===== src/rtl/bluejay_pkg.sv =====
// bluejay_pkg
//   Shared definitions for the Bluejay SLM line tracker.
//   - bluejay_state_e : tracker FSM state encoding
//   - DEF_*           : default line/frame/FIFO geometry
//   - clog2           : width helper for counters
package bluejay_pkg;

    typedef enum logic [1:0] {
        ST_STREAM = 2'd0,
        ST_REQ    = 2'd1,
        ST_DONE   = 2'd2
    } bluejay_state_e;

    localparam int DEF_WORDS_PER_LINE  = 320;
    localparam int DEF_LINES_PER_FRAME = 1024;
    localparam int DEF_FIFO_DEPTH      = 1024;

    // Number of bits needed to represent 0..value-1 (0 for value <= 1).
    function automatic int clog2(input int value);
        int result;
        int v;
        result = 0;
        v      = value - 1;
        while (v > 0) begin
            result = result + 1;
            v      = v >> 1;
        end
        return result;
    endfunction

endpackage


===== src/rtl/bluejay_line_tracker_if.sv =====
// bluejay_line_tracker_if
//   Strobe/handshake bundle between the FIFO/SLM side and the line tracker.
//   - fifo_write             : word accepted into the dc32 FIFO
//   - get_next_word          : read strobe from bluejay_data
//   - slm_buffer_ack         : SLM buffer-switch acknowledge (level)
//   - line_of_data_available : at least one full line buffered
//   - update_request         : buffer-switch request to the SLM
//   - buffer_switch_done     : one-cycle pulse when the switch completes
//   master drives the strobes and ack; slave is the tracker.
interface bluejay_line_tracker_if;

    logic fifo_write;
    logic get_next_word;
    logic slm_buffer_ack;
    logic line_of_data_available;
    logic update_request;
    logic buffer_switch_done;

    modport master (
        output fifo_write,
        output get_next_word,
        output slm_buffer_ack,
        input  line_of_data_available,
        input  update_request,
        input  buffer_switch_done
    );

    modport slave (
        input  fifo_write,
        input  get_next_word,
        input  slm_buffer_ack,
        output line_of_data_available,
        output update_request,
        output buffer_switch_done
    );

endinterface


===== src/rtl/bluejay_occupancy_counter.sv =====
// bluejay_occupancy_counter
//   Saturating up/down occupancy counter for the dc32 FIFO.
//   - fpga_clk, reset : clock, synchronous active-high reset
//   - inc, dec        : write / read strobes
//   - count           : registered occupancy (0..DEPTH)
//   - count_next      : value count takes at the next edge
//   - rd_blocked      : this cycle's read is a lone read at empty
//   - overflow_flag   : sticky, lone write at DEPTH
//   - underflow_flag  : sticky, lone read at 0
//   Simultaneous inc and dec leave the count untouched, even at the limits.
module bluejay_occupancy_counter
    import bluejay_pkg::*;
#(
    parameter int DEPTH = DEF_FIFO_DEPTH,
    parameter int W     = 11
) (
    input  logic         fpga_clk,
    input  logic         reset,
    input  logic         inc,
    input  logic         dec,
    output logic [W-1:0] count,
    output logic [W-1:0] count_next,
    output logic         rd_blocked,
    output logic         overflow_flag,
    output logic         underflow_flag
);

    localparam logic [W-1:0] DEPTH_C = W'(DEPTH);

    logic wr_blocked;

    always_comb begin
        count_next = count;
        rd_blocked = 1'b0;
        wr_blocked = 1'b0;
        case ({inc, dec})
            2'b10: begin
                if (count == DEPTH_C) wr_blocked = 1'b1;
                else                  count_next = count + W'(1);
            end
            2'b01: begin
                if (count == '0) rd_blocked = 1'b1;
                else             count_next = count - W'(1);
            end
            default: ;
        endcase
    end

    always_ff @(posedge fpga_clk) begin
        if (reset) begin
            count          <= '0;
            overflow_flag  <= 1'b0;
            underflow_flag <= 1'b0;
        end else begin
            count          <= count_next;
            overflow_flag  <= overflow_flag | wr_blocked;
            underflow_flag <= underflow_flag | rd_blocked;
        end
    end

endmodule


===== src/rtl/bluejay_line_tracker.sv =====
// bluejay_line_tracker
//   Tracks dc32 FIFO fill, flags when a full SLM line is buffered, counts
//   consumed lines and runs the end-of-frame buffer-switch handshake.
//   - fpga_clk, reset : clock, synchronous active-high reset
//   - bus (slave)     : write/read strobes, SLM ack, line-available,
//                       update_request, buffer_switch_done
//   - word_count      : FIFO occupancy
//   - line_count      : lines fully consumed in the current frame
//   - overflow_error, underflow_error, protocol_error : sticky error flags
//
//   state     | meaning
//   ----------+---------------------------------------------------------
//   ST_STREAM | normal streaming, reads advance word/line tracking
//   ST_REQ    | update_request high, waiting for ack or timeout
//   ST_DONE   | one cycle, buffer_switch_done pulse, back to ST_STREAM
module bluejay_line_tracker
    import bluejay_pkg::*;
#(
    parameter int WORDS_PER_LINE  = DEF_WORDS_PER_LINE,
    parameter int LINES_PER_FRAME = DEF_LINES_PER_FRAME,
    parameter int FIFO_DEPTH      = DEF_FIFO_DEPTH,
    parameter int COUNT_W         = 11,
    parameter int ACK_TIMEOUT     = 4096
) (
    input  logic                   fpga_clk,
    input  logic                   reset,
    bluejay_line_tracker_if.slave  bus,
    output logic [COUNT_W-1:0]     word_count,
    output logic [9:0]             line_count,
    output logic                   overflow_error,
    output logic                   underflow_error,
    output logic                   protocol_error
);

    localparam int WIL_W = (clog2(WORDS_PER_LINE) < 1) ? 1 : clog2(WORDS_PER_LINE);
    localparam int TMO_W = (clog2(ACK_TIMEOUT) < 1) ? 1 : clog2(ACK_TIMEOUT);

    localparam logic [WIL_W-1:0]   WIL_LAST  = WIL_W'(WORDS_PER_LINE - 1);
    localparam logic [9:0]         LINE_LAST = 10'(LINES_PER_FRAME - 1);
    localparam logic [TMO_W-1:0]   TMO_LAST  = TMO_W'(ACK_TIMEOUT - 1);
    localparam logic [COUNT_W-1:0] WPL_C     = COUNT_W'(WORDS_PER_LINE);

    bluejay_state_e     state_q, state_d;
    logic [WIL_W-1:0]   wil_q, wil_d;
    logic [9:0]         line_d;
    logic [TMO_W-1:0]   tmo_q, tmo_d;
    logic               perr_d;
    logic               ldav_q;
    logic [COUNT_W-1:0] count_next;
    logic               rd_blocked;
    logic               read_ok;

    bluejay_occupancy_counter #(
        .DEPTH (FIFO_DEPTH),
        .W     (COUNT_W)
    ) u_occupancy (
        .fpga_clk       (fpga_clk),
        .reset          (reset),
        .inc            (bus.fifo_write),
        .dec            (bus.get_next_word),
        .count          (word_count),
        .count_next     (count_next),
        .rd_blocked     (rd_blocked),
        .overflow_flag  (overflow_error),
        .underflow_flag (underflow_error)
    );

    // A read at empty never reached the FIFO, so it must not count as a word.
    assign read_ok = bus.get_next_word & ~rd_blocked;

    always_comb begin
        state_d = state_q;
        wil_d   = wil_q;
        line_d  = line_count;
        tmo_d   = '0;
        perr_d  = protocol_error;
        case (state_q)
            ST_STREAM: begin
                if (read_ok) begin
                    if (wil_q == WIL_LAST) begin
                        wil_d = '0;
                        if (line_count == LINE_LAST) begin
                            line_d  = '0;
                            state_d = ST_REQ;
                        end else begin
                            line_d = line_count + 10'd1;
                        end
                    end else begin
                        wil_d = wil_q + WIL_W'(1);
                    end
                end
            end
            ST_REQ: begin
                if (bus.slm_buffer_ack) begin
                    state_d = ST_DONE;
                end else if (tmo_q == TMO_LAST) begin
                    perr_d  = 1'b1;
                    state_d = ST_DONE;
                end else begin
                    tmo_d = tmo_q + TMO_W'(1);
                end
            end
            ST_DONE: state_d = ST_STREAM;
            default: state_d = ST_STREAM;
        endcase
        // The read still drains the FIFO, but bluejay_data should not be
        // pulling words while the SLM buffers are being swapped.
        if (bus.get_next_word && (state_q != ST_STREAM)) perr_d = 1'b1;
    end

    always_ff @(posedge fpga_clk) begin
        if (reset) begin
            state_q        <= ST_STREAM;
            wil_q          <= '0;
            line_count     <= '0;
            tmo_q          <= '0;
            protocol_error <= 1'b0;
            ldav_q         <= 1'b0;
        end else begin
            state_q        <= state_d;
            wil_q          <= wil_d;
            line_count     <= line_d;
            tmo_q          <= tmo_d;
            protocol_error <= perr_d;
            // Built from next-state values so it drops on the same edge
            // that raises update_request.
            ldav_q         <= (count_next >= WPL_C) && (state_d == ST_STREAM);
        end
    end

    assign bus.line_of_data_available = ldav_q;
    assign bus.update_request         = (state_q == ST_REQ);
    assign bus.buffer_switch_done     = (state_q == ST_DONE);

endmodule

===== src/flat_wrapper.sv =====
// flat-port wrapper written by rule: the top's interface ports become plain ports
module bluejay_line_tracker_flat import bluejay_pkg::*;
#(
    parameter int WORDS_PER_LINE  = DEF_WORDS_PER_LINE,
    parameter int LINES_PER_FRAME = DEF_LINES_PER_FRAME,
    parameter int FIFO_DEPTH      = DEF_FIFO_DEPTH,
    parameter int COUNT_W         = 11,
    parameter int ACK_TIMEOUT     = 4096
)
  (fpga_clk, reset, word_count, line_count, overflow_error, underflow_error, protocol_error, bus_fifo_write, bus_get_next_word, bus_slm_buffer_ack, bus_line_of_data_available, bus_update_request, bus_buffer_switch_done);
  bluejay_line_tracker_if bus_i ();
  input  logic fpga_clk;
  input  logic reset;
  output logic [COUNT_W-1:0] word_count;
  output logic [9:0] line_count;
  output logic overflow_error;
  output logic underflow_error;
  output logic protocol_error;
  input wire logic [$bits(bus_i.fifo_write)-1:0] bus_fifo_write;
  input wire logic [$bits(bus_i.get_next_word)-1:0] bus_get_next_word;
  input wire logic [$bits(bus_i.slm_buffer_ack)-1:0] bus_slm_buffer_ack;
  output wire logic [$bits(bus_i.line_of_data_available)-1:0] bus_line_of_data_available;
  output wire logic [$bits(bus_i.update_request)-1:0] bus_update_request;
  output wire logic [$bits(bus_i.buffer_switch_done)-1:0] bus_buffer_switch_done;
  assign bus_i.fifo_write = bus_fifo_write;
  assign bus_i.get_next_word = bus_get_next_word;
  assign bus_i.slm_buffer_ack = bus_slm_buffer_ack;
  assign bus_line_of_data_available = bus_i.line_of_data_available;
  assign bus_update_request = bus_i.update_request;
  assign bus_buffer_switch_done = bus_i.buffer_switch_done;
  bluejay_line_tracker #(.WORDS_PER_LINE(WORDS_PER_LINE), .LINES_PER_FRAME(LINES_PER_FRAME), .FIFO_DEPTH(FIFO_DEPTH), .COUNT_W(COUNT_W), .ACK_TIMEOUT(ACK_TIMEOUT)) u_core (.fpga_clk(fpga_clk), .reset(reset), .bus(bus_i), .word_count(word_count), .line_count(line_count), .overflow_error(overflow_error), .underflow_error(underflow_error), .protocol_error(protocol_error));
endmodule

===== config.mk =====
export PLATFORM = sky130hd
export DESIGN_NAME = bluejay_line_tracker_flat
export DESIGN_NICKNAME = d
export VERILOG_FILES = /design/src/rtl/bluejay_pkg.sv /design/src/rtl/bluejay_line_tracker_if.sv /design/src/rtl/bluejay_occupancy_counter.sv /design/src/rtl/bluejay_line_tracker.sv /design/src/flat_wrapper.sv
export SDC_FILE = /design/constraint.sdc
export NUM_CORES = 1
export LEC_CHECK = 0
export BUFFER_PORTS_ARGS = -buffer_cell sky130_fd_sc_hd__buf_2
export CORE_MARGIN = 2
export CORE_UTILIZATION = 45
export DETAILED_ROUTE_END_ITERATION = 12
export GPL_TIMING_DRIVEN = 0
export HOLD_SLACK_MARGIN = 0.12
export PLACE_DENSITY = 0.72
export SLEW_MARGIN = 10
export SYNTH_ARGS = -nofsm -noshare
export SYNTH_HDL_FRONTEND = slang
export SYNTH_SLANG_ARGS = --single-unit

===== constraint.sdc =====
create_clock -name fpga_clk -period 5.47 [get_ports fpga_clk]
set_input_delay 0.2735 -clock fpga_clk [delete_from_list [all_inputs] [get_ports fpga_clk]]
set_output_delay 0.2735 -clock fpga_clk [all_outputs]
set_load 0.005 [all_outputs]

==> metrics.cfg, run 1 <==
[detailed_routing]
detail_route.drc_violations = 0
wl_per_cell_um = 14.3
postRouteAntennaNets = 0
route.vias.total = 2603
iteration_count_of_the_initial_detailed_routing_pass = 5
vias_per_cell = 5.77
wl_um = 6460
initialDrtViolationCount = 310

[logic_synthesis]
synth.top_cells.by_area = sky130_fd_sc_hd__dfxtp_1 35%, sky130_fd_sc_hd__nor2_1 7.0%, sky130_fd_sc_hd__a21oi_1 4.0%
dominant_register_cell_in_the_synthesized_netlist = sky130_fd_sc_hd__dfxtp_1
xor_xnor_share_of_the_synthesized_area = 0.0706
synthesis.yosys.warnings = 0
yosys.cell_types.count = 62
post_synth_and_or_nand_nor_area_fraction = 0.326
synth_area_per_cell_um2 = 8.10
number_of_enable_flip_flop_cells_after_synthesis = 0
post_synth_inst_count = 337
synthTopCellsByCount = 51 x sky130_fd_sc_hd__nor2_1, 48 x sky130_fd_sc_hd__dfxtp_1, 24 x sky130_fd_sc_hd__nand2_1, 22 x sky130_fd_sc_hd__a21oi_1, 16 x sky130_fd_sc_hd__nand3_1
synth_top_area_share = 0.352
synth.mux.area_fraction = 0.00779
synth_compound_area_frac = 0.158
post-synth-top-count-cell = sky130_fd_sc_hd__nor2_1
synth_fa_ha_area_frac = 0.0367
mappedNetlistNets = 350
ys_seq_area_frac = 0.352
synth_seq_cells = 48
netlist.top_cell.by_area = sky130_fd_sc_hd__dfxtp_1
postSynth.asyncResetShare = 0
largest_family_of_logic_cells_by_synthesized_area = simple AND/OR/NAND/NOR gates
area_of_the_mapped_netlist_mm2 = 0.00273

[sta]
fin_tns_setup_ns = 0
finalSetupViolations = 0
maxSlewViolCount = 0
layout_min_cycle_time_ns = 2.88
rsz0062_at_grt = no
finalClockSkew_ns = 0.00860
final_hold_viol_count = 0
tightestPinTransition_ns = 0.734
max_freq_mhz = 348
final_min_period_over_clock_period = 0.526
rel_slew_slack = 0.506

[worst_setup_path]
required_time_reported_for_the_critical_path_endpoint_ns = 5.66
r2r-start = u_core.u_occupancy.count[0]$_SDFF_PP0_
setup.worst_path.end_class = flip-flop
critPathMostFrequentCell = sky130_fd_sc_hd__a21oi_1
timing.critical_path.from_type = flip-flop
path_max_fanout = 10
crit_start = u_core.u_occupancy.count[0]$_SDFF_PP0_
worst-endpoint-arrival_ns = 3.07
peak_per_stage_delay_on_the_critical_path_ns = 0.55
cpMaxStageDelayCell = sky130_fd_sc_hd__nor3_1
crit_chain = clkbuf_1 > inv_1 > ha_1 > or4b_1 > buf_2 > nor3_1 > a21oi_1 > a21oi_1 > o22ai_1 > nor2b_1
critical_setup_path_kind = flip-flop to flip-flop

[pwr]
switchingPower_uw = 264
power.switching_fraction = 0.297
cellInternalPower_uw = 625
leakagePower_nw = 1.25
combinationalPowerShare = 0.230
pwr-share-seq = 0.418
cellPowerDensity_mw_per_mm2 = 285
clockPowerShare = 0.353
vdd_drop_max_mv = 0.147

[grt]
global_route_wire_length_before_repair_um = 10900
globalRouteOverflowTotal = 0
grt_pass1_vias = 2307
grt.total_usage = 0.208
grt_start_max_net_pins = 17
grt_antenna_before_repair = 0

[finish]
final_core_util = 0.529
area_delta_synth_final_pct = 14.2
drive_gt1_frac = 0.168
insertedDiodeCount = 0
filler_cell_count = 580
num-nets-final = 388

[floorplanning]
num_io_pins = 32
floorplan.initialDensity = 0.464
fp-row-count = 28
die-area_mm2 = 0.00670
fp.dieW_um = 81.9
fp.dieH_um = 81.9
coreArea_mm2 = 0.00589

[clocking]
clock_sink_count = 48
post_cts.resized_instances = 0
ctsHtreeMaxLevel = 2
worst_setup_hold_path_clk_slew_ns = 0.10
clock_tree_from_tritoncts = built
post-cts-setup-buffer-count = 0
clock-root-buffer = sky130_fd_sc_hd__clkbuf_8
worstSkewPairLatency_ns = 0.31
holdBufCountCts = 0
cts_made_buffers = 5
clockBufferDepth = 2

[placed_design]
numPortBuffers = 31
dp_hpwl_um = 4640
globalplace.congestion = 0.979

[worst_hold_path]
worst_hold_path_type = primary input to flip-flop
startpoint_of_the_most_critical_hold_path = bus_slm_buffer_ack

[outcome]
outcome = finished clean

[run]
cap_violations = 0

[cells in the final DEF, fill, tap and decap left out, types with 3 or more instances in the layout]
cell type | synthesis | routed
sky130_fd_sc_hd__a21oi_1 | 22 | 22
sky130_fd_sc_hd__a31oi_1 | 3 | 3
sky130_fd_sc_hd__and3_1 | 7 | 7
sky130_fd_sc_hd__and4_1 | 7 | 7
sky130_fd_sc_hd__buf_2 | 4 | 35
sky130_fd_sc_hd__clkbuf_1 | 11 | 11
sky130_fd_sc_hd__clkbuf_8 | 0 | 5
sky130_fd_sc_hd__dfxtp_1 | 48 | 48
sky130_fd_sc_hd__ha_1 | 8 | 8
sky130_fd_sc_hd__inv_1 | 10 | 10
sky130_fd_sc_hd__nand2_1 | 24 | 24
sky130_fd_sc_hd__nand3_1 | 16 | 16
sky130_fd_sc_hd__nand4_1 | 7 | 7
sky130_fd_sc_hd__nor2_1 | 51 | 51
sky130_fd_sc_hd__nor2b_1 | 6 | 6
sky130_fd_sc_hd__nor3_1 | 15 | 15
sky130_fd_sc_hd__nor4_1 | 3 | 3
sky130_fd_sc_hd__o21ai_0 | 10 | 10
sky130_fd_sc_hd__o22ai_1 | 3 | 3
sky130_fd_sc_hd__o31ai_1 | 3 | 3
sky130_fd_sc_hd__o41ai_1 | 3 | 3
sky130_fd_sc_hd__or3_1 | 3 | 3
sky130_fd_sc_hd__xnor2_1 | 10 | 10
sky130_fd_sc_hd__xor2_1 | 12 | 12
[sequential cells by signal, summed over array words and instances, names as in the netlist]
| register | flops |
|---|---|
| u_core.bus.line_of_data_available | 1 |
| u_core.line_count | 10 |
| u_core.protocol_error | 1 |
| u_core.state_q | 2 |
| u_core.tmo_q | 12 |
| u_core.u_occupancy.count | 11 |
| u_core.u_occupancy.overflow_flag | 1 |
| u_core.u_occupancy.underflow_flag | 1 |
| u_core.wil_q | 9 |
[through the flow]
step           std cells  power [mW]  cell area (um^2)  setup WS [ns]  hold slack, ns
6_report             451       0.889              3120           2.59           0.277
5_1_grt              451       0.933              3120           2.31           0.307
4_1_cts              451       0.891              3120           2.63           0.273
3_5_place_dp         443       0.577              2980           2.65           0.435
3_3_place_gp         443       0.573              2980           2.68           0.432
2_1_floorplan        337       0.527              2730           2.92           0.418
[power groups by stage]
stage	Sequential [mW]	Clock (mW)	Combinational (mW)
after global routing	0.373	0.333	0.226
final	0.371	0.314	0.204
after CTS	0.371	0.319	0.200
after floorplan	0.378	0	0.149
after detailed placement	0.380	0	0.198
after global placement	0.379	0	0.195
[layout make-up]
| class | count | area [um^2] | share of cell area |
|---|---|---|---|
| Multi-Input combinational cell | 260 | 1630 | 0.524 |
| Sequential cell | 48 | 961 | 0.308 |
| Timing Repair Buffer | 31 | 155 | 0.0498 |
| Tap cell | 75 | 93.8 | 0.0301 |
| Buffer | 18 | 92.6 | 0.0297 |
| Clock buffer | 5 | 68.8 | 0.0221 |
| Clock inverter | 3 | 68.8 | 0.0221 |
| Inverter | 11 | 41.3 | 0.0133 |
[per-layer routing]
metal / up-vias / global-route usage / part of all wire
met5: - / 0 / 0
met3: 15 / 0.0385 / 0.060
met4: 0 / 0.0700 / 0.018
met2: 95 / 0.332 / 0.47
met1: 1208 / 0.281 / 0.46
li1: 1285 / - / -
[path summary, 6_finish.rpt]
| path | to | slack, ns | depth (start not counted) |
|---|---|---|---|
| hold / removal | u_core.state_q[1]$_SDFF_PP0_ | 0.28 | 3 |
| hold reg to reg | u_core.u_occupancy.underflow_flag$_SDFF_PP0_ | 0.44 | 2 |
| setup reg to reg | u_core.u_occupancy.count[1]$_SDFF_PP0_ | 2.59 | 10 |
| setup / recovery | u_core.u_occupancy.count[1]$_SDFF_PP0_ | 2.59 | 10 |
[cells by family after synthesis]
kind of cell / Yosys count
simple gates: 162
compound gates: 66
flops: 48
buf+inv: 29
xor+xnor: 22
fa+ha+maj: 8
mux: 2
[critical path, delay by kind of cell (launching register included)]
| family | cells | cell delay [ns] |
|---|---|---|
| fa+ha+maj | 1 | 0.21 |
| flops | 1 | 0.34 |
| compound gates | 3 | 0.53 |
| buf+inv | 3 | 0.52 |
| simple gates | 3 | 1.14 |
No activity file was read; power rests on OpenSTA's default activity.
==> run 2: changes to the inputs <==
- clock period: 5.47 -> 2.9 ns (I/O delays scaled with it)
==> metrics.cfg, run 2 (synthesized netlist as in run 1, its figures left out) <==
[clocking]
clock_tree_from_tritoncts = built
worstSkewPairLatency_ns = 0.31
post-cts-setup-buffer-count = 0
cts_made_buffers = 5
worst_setup_hold_path_clk_slew_ns = 0.10
ctsHtreeMaxLevel = 2
post_cts.resized_instances = 0
clock-root-buffer = sky130_fd_sc_hd__clkbuf_8
clock_sink_count = 48
clockBufferDepth = 2
holdBufCountCts = 0

[floorplanning]
fp.dieW_um = 81.9
fp-row-count = 28
die-area_mm2 = 0.00670
floorplan.initialDensity = 0.464
num_io_pins = 32
coreArea_mm2 = 0.00589
fp.dieH_um = 81.9

[worst_setup_path]
critical_setup_path_kind = flip-flop to flip-flop
r2r-start = u_core.u_occupancy.count[1]$_SDFF_PP0_
setup.worst_path.end_class = flip-flop
timing.critical_path.from_type = flip-flop
crit_start = u_core.u_occupancy.count[1]$_SDFF_PP0_
worst-endpoint-arrival_ns = 2.85
required_time_reported_for_the_critical_path_endpoint_ns = 3.08
path_max_fanout = 10

[finish]
registers.top_by_ff_count = u_core.tmo_q
largest_registers = u_core.tmo_q (12), u_core.u_occupancy.count (11), u_core.line_count (10)
flip_flop_count_of_the_largest_register_all_copies_and_words_added = 12
multiInputGateArea_mm2 = 0.00165
area_delta_synth_final_pct = 14.5
drive_gt1_frac = 0.176
commonest_non_fill_non_tap_cells_in_the_layout = 51 x sky130_fd_sc_hd__nor2_1, 47 x sky130_fd_sc_hd__dfxtp_1, 35 x sky130_fd_sc_hd__buf_2
seqCellArea_um2 = 962
finalInstanceArea_mm2 = 0.00313
num-nets-final = 387
insertedDiodeCount = 0
filler_cell_count = 581
mostFrequentLayoutCell = sky130_fd_sc_hd__nor2_1

[worst_hold_path]
worst_hold_path_type = primary input to flip-flop
startpoint_of_the_most_critical_hold_path = bus_slm_buffer_ack

[sta]
max_freq_mhz = 375
finalClockSkew_ns = 0.00855
tightestPinTransition_ns = 0.730
maxSlewViolCount = 0
final.hold.worst_slack_ns = 0.151
rel_slew_slack = 0.509
setup_ws_ns = 0.236
fin_tns_setup_ns = 0
layout_min_cycle_time_ns = 2.66
final_hold_viol_count = 0
final_min_period_over_clock_period = 0.919
finalSetupViolations = 0
rsz0062_at_grt = no

[detailed_routing]
iteration_count_of_the_initial_detailed_routing_pass = 5
route.vias.total = 2588
wl_um = 6500
detail_route.drc_violations = 0
initialDrtViolationCount = 282
wl_per_cell_um = 14.4
vias_per_cell = 5.75
postRouteAntennaNets = 0

[pwr]
vdd_drop_max_mv = 0.275
leakagePower_nw = 1.26
power.total_mw = 1.68
cellPowerDensity_mw_per_mm2 = 539

[placed_design]
postPlaceCellArea_mm2 = 0.00298
dp_hpwl_um = 4640
numPortBuffers = 31
globalplace.congestion = 0.979
post_placement_worst_setup_slack_ns = 0.0817

[grt]
global_route_wire_length_before_repair_um = 10900
globalRouteOverflowTotal = 0
grt_antenna_before_repair = 0
grt_start_max_net_pins = 17
grt.total_usage = 0.208
grt_pass1_vias = 2307

[run]
cap_violations = 0

[outcome]
outcome = finished clean

[run 2: per-stage QoR]
stage,std cells,util
after floorplan,337,-
after global placement,443,0.506
after detailed placement,443,0.506
after CTS,451,0.529
after global routing,450,0.531
final,450,0.531
[run 2: area by class of cell]
type                            instances  share of cell area
Tap cell                               75              0.0300
Multi-Input combinational cell        260               0.527
Clock buffer                            5              0.0220
Buffer                                 17              0.0284
Timing Repair Buffer                   31              0.0496
Clock inverter                          3              0.0220
Inverter                               11              0.0132
Sequential cell                        48               0.308
[run 2: worst max-delay path, cell delays in order, from the launching register on]
cell and delay (ns):
sky130_fd_sc_hd__dfxtp_1 0.38, sky130_fd_sc_hd__inv_1 0.13, sky130_fd_sc_hd__ha_1 0.22, sky130_fd_sc_hd__or4b_1 0.44
sky130_fd_sc_hd__buf_2 0.18, sky130_fd_sc_hd__or4_4 0.54, sky130_fd_sc_hd__or4b_4 0.25, sky130_fd_sc_hd__buf_6 0.14
sky130_fd_sc_hd__nor3b_1 0.06, sky130_fd_sc_hd__a21oi_1 0.13, sky130_fd_sc_hd__nor2_1 0.05
[run 2: path summary, 6_finish.rpt]
| kind | endpoint | slack (ns) | cells after the start |
|---|---|---|---|
| worst min-delay path | u_core.state_q[1]$_SDFF_PP0_ | 0.15 | 3 |
| worst max-delay path | u_core.line_count[1]$_SDFFE_PP0P_ | 0.24 | 10 |
| worst max register to register | u_core.line_count[1]$_SDFFE_PP0P_ | 0.24 | 10 |
| worst min register to register | u_core.u_occupancy.underflow_flag$_SDFF_PP0_ | 0.44 | 2 |
[run 2: where the power goes]
part	total [mW]	switching (mW)	internal [mW]
Combinational	0.387	0.231	0.155
Clock	0.592	0.245	0.347
Sequential	0.705	0.0250	0.680
[run 2: per-layer routing]
layer	vias to the layer above	track usage	part of all wire
met3	10	0.0385	0.056
met1	1202	0.281	0.46
met5	-	0	0
met2	90	0.332	0.47
li1	1286	-	-
met4	0	0.0700	0.014
==> run 3: changes to the inputs <==
- ABC_AREA: default -> 1
- GPL_TIMING_DRIVEN: 0 -> default
==> metrics.cfg, run 3 <==
[finish]
flip_flop_count_of_the_largest_register_all_copies_and_words_added = 12
final_core_util = 0.520
num-nets-final = 457
mostFrequentLayoutCell = sky130_fd_sc_hd__nand2_1
finalInstanceArea_mm2 = 0.00312
commonest_non_fill_non_tap_cells_in_the_layout = 92 x sky130_fd_sc_hd__nand2_1, 51 x sky130_fd_sc_hd__nor2_1, 48 x sky130_fd_sc_hd__inv_1, 48 x sky130_fd_sc_hd__dfxtp_1, 39 x sky130_fd_sc_hd__nand3_1
instances_no_fill = 519
largest_registers = u_core.tmo_q (12), u_core.u_occupancy.count (11), u_core.line_count (10)
area_delta_synth_final_pct = 10.3
registers.top_by_ff_count = u_core.tmo_q
insertedDiodeCount = 0
drive_gt1_frac = 0.146

[sta]
rsz0062_at_grt = no
maxSlewViolCount = 0
tightestPinTransition_ns = 0.471
final.hold.worst_slack_ns = 0.206
fin_tns_setup_ns = 0
final_hold_viol_count = 0
rel_slew_slack = 0.686
final_min_period_over_clock_period = 0.674
finalClockSkew_ns = 0.00271
finalSetupViolations = 0
max_freq_mhz = 512
layout_min_cycle_time_ns = 1.95
setup_ws_ns = 0.946

[logic_synthesis]
postSynth.asyncResetShare = 0
synthesis.yosys.warnings = 0
synthTopCellsByCount = 92 x sky130_fd_sc_hd__nand2_1, 51 x sky130_fd_sc_hd__nor2_1, 48 x sky130_fd_sc_hd__dfxtp_1, 48 x sky130_fd_sc_hd__inv_1, 39 x sky130_fd_sc_hd__nand3_1
post-synth-top-count-cell = sky130_fd_sc_hd__nand2_1
synth.top_cells.by_area = sky130_fd_sc_hd__dfxtp_1 34%, sky130_fd_sc_hd__nand2_1 12%, sky130_fd_sc_hd__nand3_1 6.9%
post_synth_inst_count = 413
netlist.top_cell.by_area = sky130_fd_sc_hd__dfxtp_1
ys_seq_area_frac = 0.340
number_of_enable_flip_flop_cells_after_synthesis = 0
synth_area_per_cell_um2 = 6.84
dominant_register_cell_in_the_synthesized_netlist = sky130_fd_sc_hd__dfxtp_1
mappedNetlistNets = 426
area_of_the_mapped_netlist_mm2 = 0.00283
synth_seq_cells = 48
synth_top_area_share = 0.340
yosys.cell_types.count = 39

[detailed_routing]
initialDrtViolationCount = 119
postRouteAntennaNets = 0
vias_per_cell = 5.21
iteration_count_of_the_initial_detailed_routing_pass = 5
wl_um = 6270
route.vias.total = 2702
wl_per_cell_um = 12.1
detail_route.drc_violations = 0

[worst_setup_path]
r2r_slack_ns = 0.95
timing.critical_path.from_type = flip-flop
crit_start = u_core.tmo_q[0]$_SDFF_PP0_
reg2reg_depth = 10
critical_setup_path_kind = flip-flop to flip-flop
critical_path.reg2reg.endpoint = u_core.tmo_q[4]$_SDFF_PP0_
setup.worst_path.end_class = flip-flop
required_time_reported_for_the_critical_path_endpoint_ns = 3.08
r2r-start = u_core.tmo_q[0]$_SDFF_PP0_
path_max_fanout = 12
worst-endpoint-arrival_ns = 2.14

[worst_hold_path]
min_to = u_core.state_q[1]$_SDFF_PP0_
startpoint_of_the_most_critical_hold_path = bus_slm_buffer_ack
worst_hold_path_type = primary input to flip-flop
hold_path_depth = 5

[clocking]
clock_tree_from_tritoncts = built
clockBufferDepth = 2
worst_setup_hold_path_clk_slew_ns = 0.09
clock_sink_count = 48
post_cts.resized_instances = 0
post-cts-setup-buffer-count = 0
holdBufCountCts = 0
clock-root-buffer = sky130_fd_sc_hd__clkbuf_8
cts_made_buffers = 5
ctsHtreeMaxLevel = 2
worstSkewPairLatency_ns = 0.30

[pwr]
cellPowerDensity_mw_per_mm2 = 447
leakagePower_nw = 1.32
power.total_mw = 1.39
vdd_drop_max_mv = 0.227

[grt]
grt_antenna_before_repair = 0
globalRouteOverflowTotal = 0
global_route_wire_length_before_repair_um = 10900
grt_start_max_net_pins = 23
grt.total_usage = 0.186
grt_pass1_vias = 2485

[placed_design]
post_placement_worst_setup_slack_ns = 0.983
globalplace.congestion = 0.855
numPortBuffers = 31
dp_hpwl_um = 4610
postPlaceCellArea_mm2 = 0.00304
placed_cells = 512

[floorplanning]
fp.dieH_um = 83.3
coreArea_mm2 = 0.00599
fp.dieW_um = 83.3
fp-row-count = 28
die-area_mm2 = 0.00693
num_io_pins = 32
floorplan.initialDensity = 0.472

[run]
cap_violations = 0

[outcome]
outcome = finished clean

-- run 3: cell types whose count changed in the layout (fill, tap and decap cells not counted), sizes merged, moves of 7 or more --
cell	before	now
and4	7	0
clkbuf	15	5
inv	11	51
nand2	24	97
nand3	18	40
nor2	51	58
-- run 3: layout make-up --
type | count | area [um^2]
clock inverter | 2 | 12.5
inverter | 53 | 199
fill | 593 | 2870
multi-input combinational | 305 | 1630
timing repair buffer | 31 | 155
tap | 75 | 93.8
sequential | 48 | 961
clock buffer | 5 | 68.8
-- run 3: logic make-up (layout without fill, tap and decap cells) --
group                      count (synthesis)  in the layout  share of synthesized area
AOI/OAI and AO/OA                         52             52                      0.106
adders and majority gates                  8              8                     0.0354
and+or+nand+nor                          234            234                      0.400
DFF                                       48             48                      0.340
xor gates and xnor gates                  11             11                     0.0341
buffers and inverters                     60             91                     0.0841
-- run 3: how the worst max path moves through the flow --
stage                                                               to  slack [ns]  cells after the start
final                                       u_core.tmo_q[4]$_SDFF_PP0_        0.95                     10
after global routing      u_core.bus.line_of_data_available$_SDFF_PP0_        0.69                     11
after CTS                                   u_core.tmo_q[4]$_SDFF_PP0_        0.97                     10
after detailed placement                    u_core.tmo_q[2]$_SDFF_PP0_        0.98                     10
after global placement                      u_core.tmo_q[4]$_SDFF_PP0_        1.07                     10
after floorplan                             u_core.tmo_q[6]$_SDFF_PP0_        1.28                     11
-- run 3: worst max-delay path, cell delays in order (launching register included) --
cell,delay [ns]
sky130_fd_sc_hd__dfxtp_1,0.36
sky130_fd_sc_hd__ha_1,0.17
sky130_fd_sc_hd__nand2_1,0.05
sky130_fd_sc_hd__inv_1,0.08
sky130_fd_sc_hd__nand2_1,0.05
sky130_fd_sc_hd__nor3_1,0.34
sky130_fd_sc_hd__nand3_1,0.16
sky130_fd_sc_hd__nand2_1,0.14
sky130_fd_sc_hd__nor2_1,0.07
sky130_fd_sc_hd__nand2_1,0.32
sky130_fd_sc_hd__nor3b_1,0.09
-- run 3: where the power goes --
group / switching (mW) / total [mW] / internal [mW]
clock network: 0.225 / 0.388 / 0.164
registers: 0.0398 / 0.722 / 0.682
logic: 0.182 / 0.284 / 0.102
-- run 3: layer usage --
layer,GRT usage,wire [um]
met1,0.227,2890
met2,0.320,2960
met3,0.0358,287
met4,0.0775,125
met5,0,0
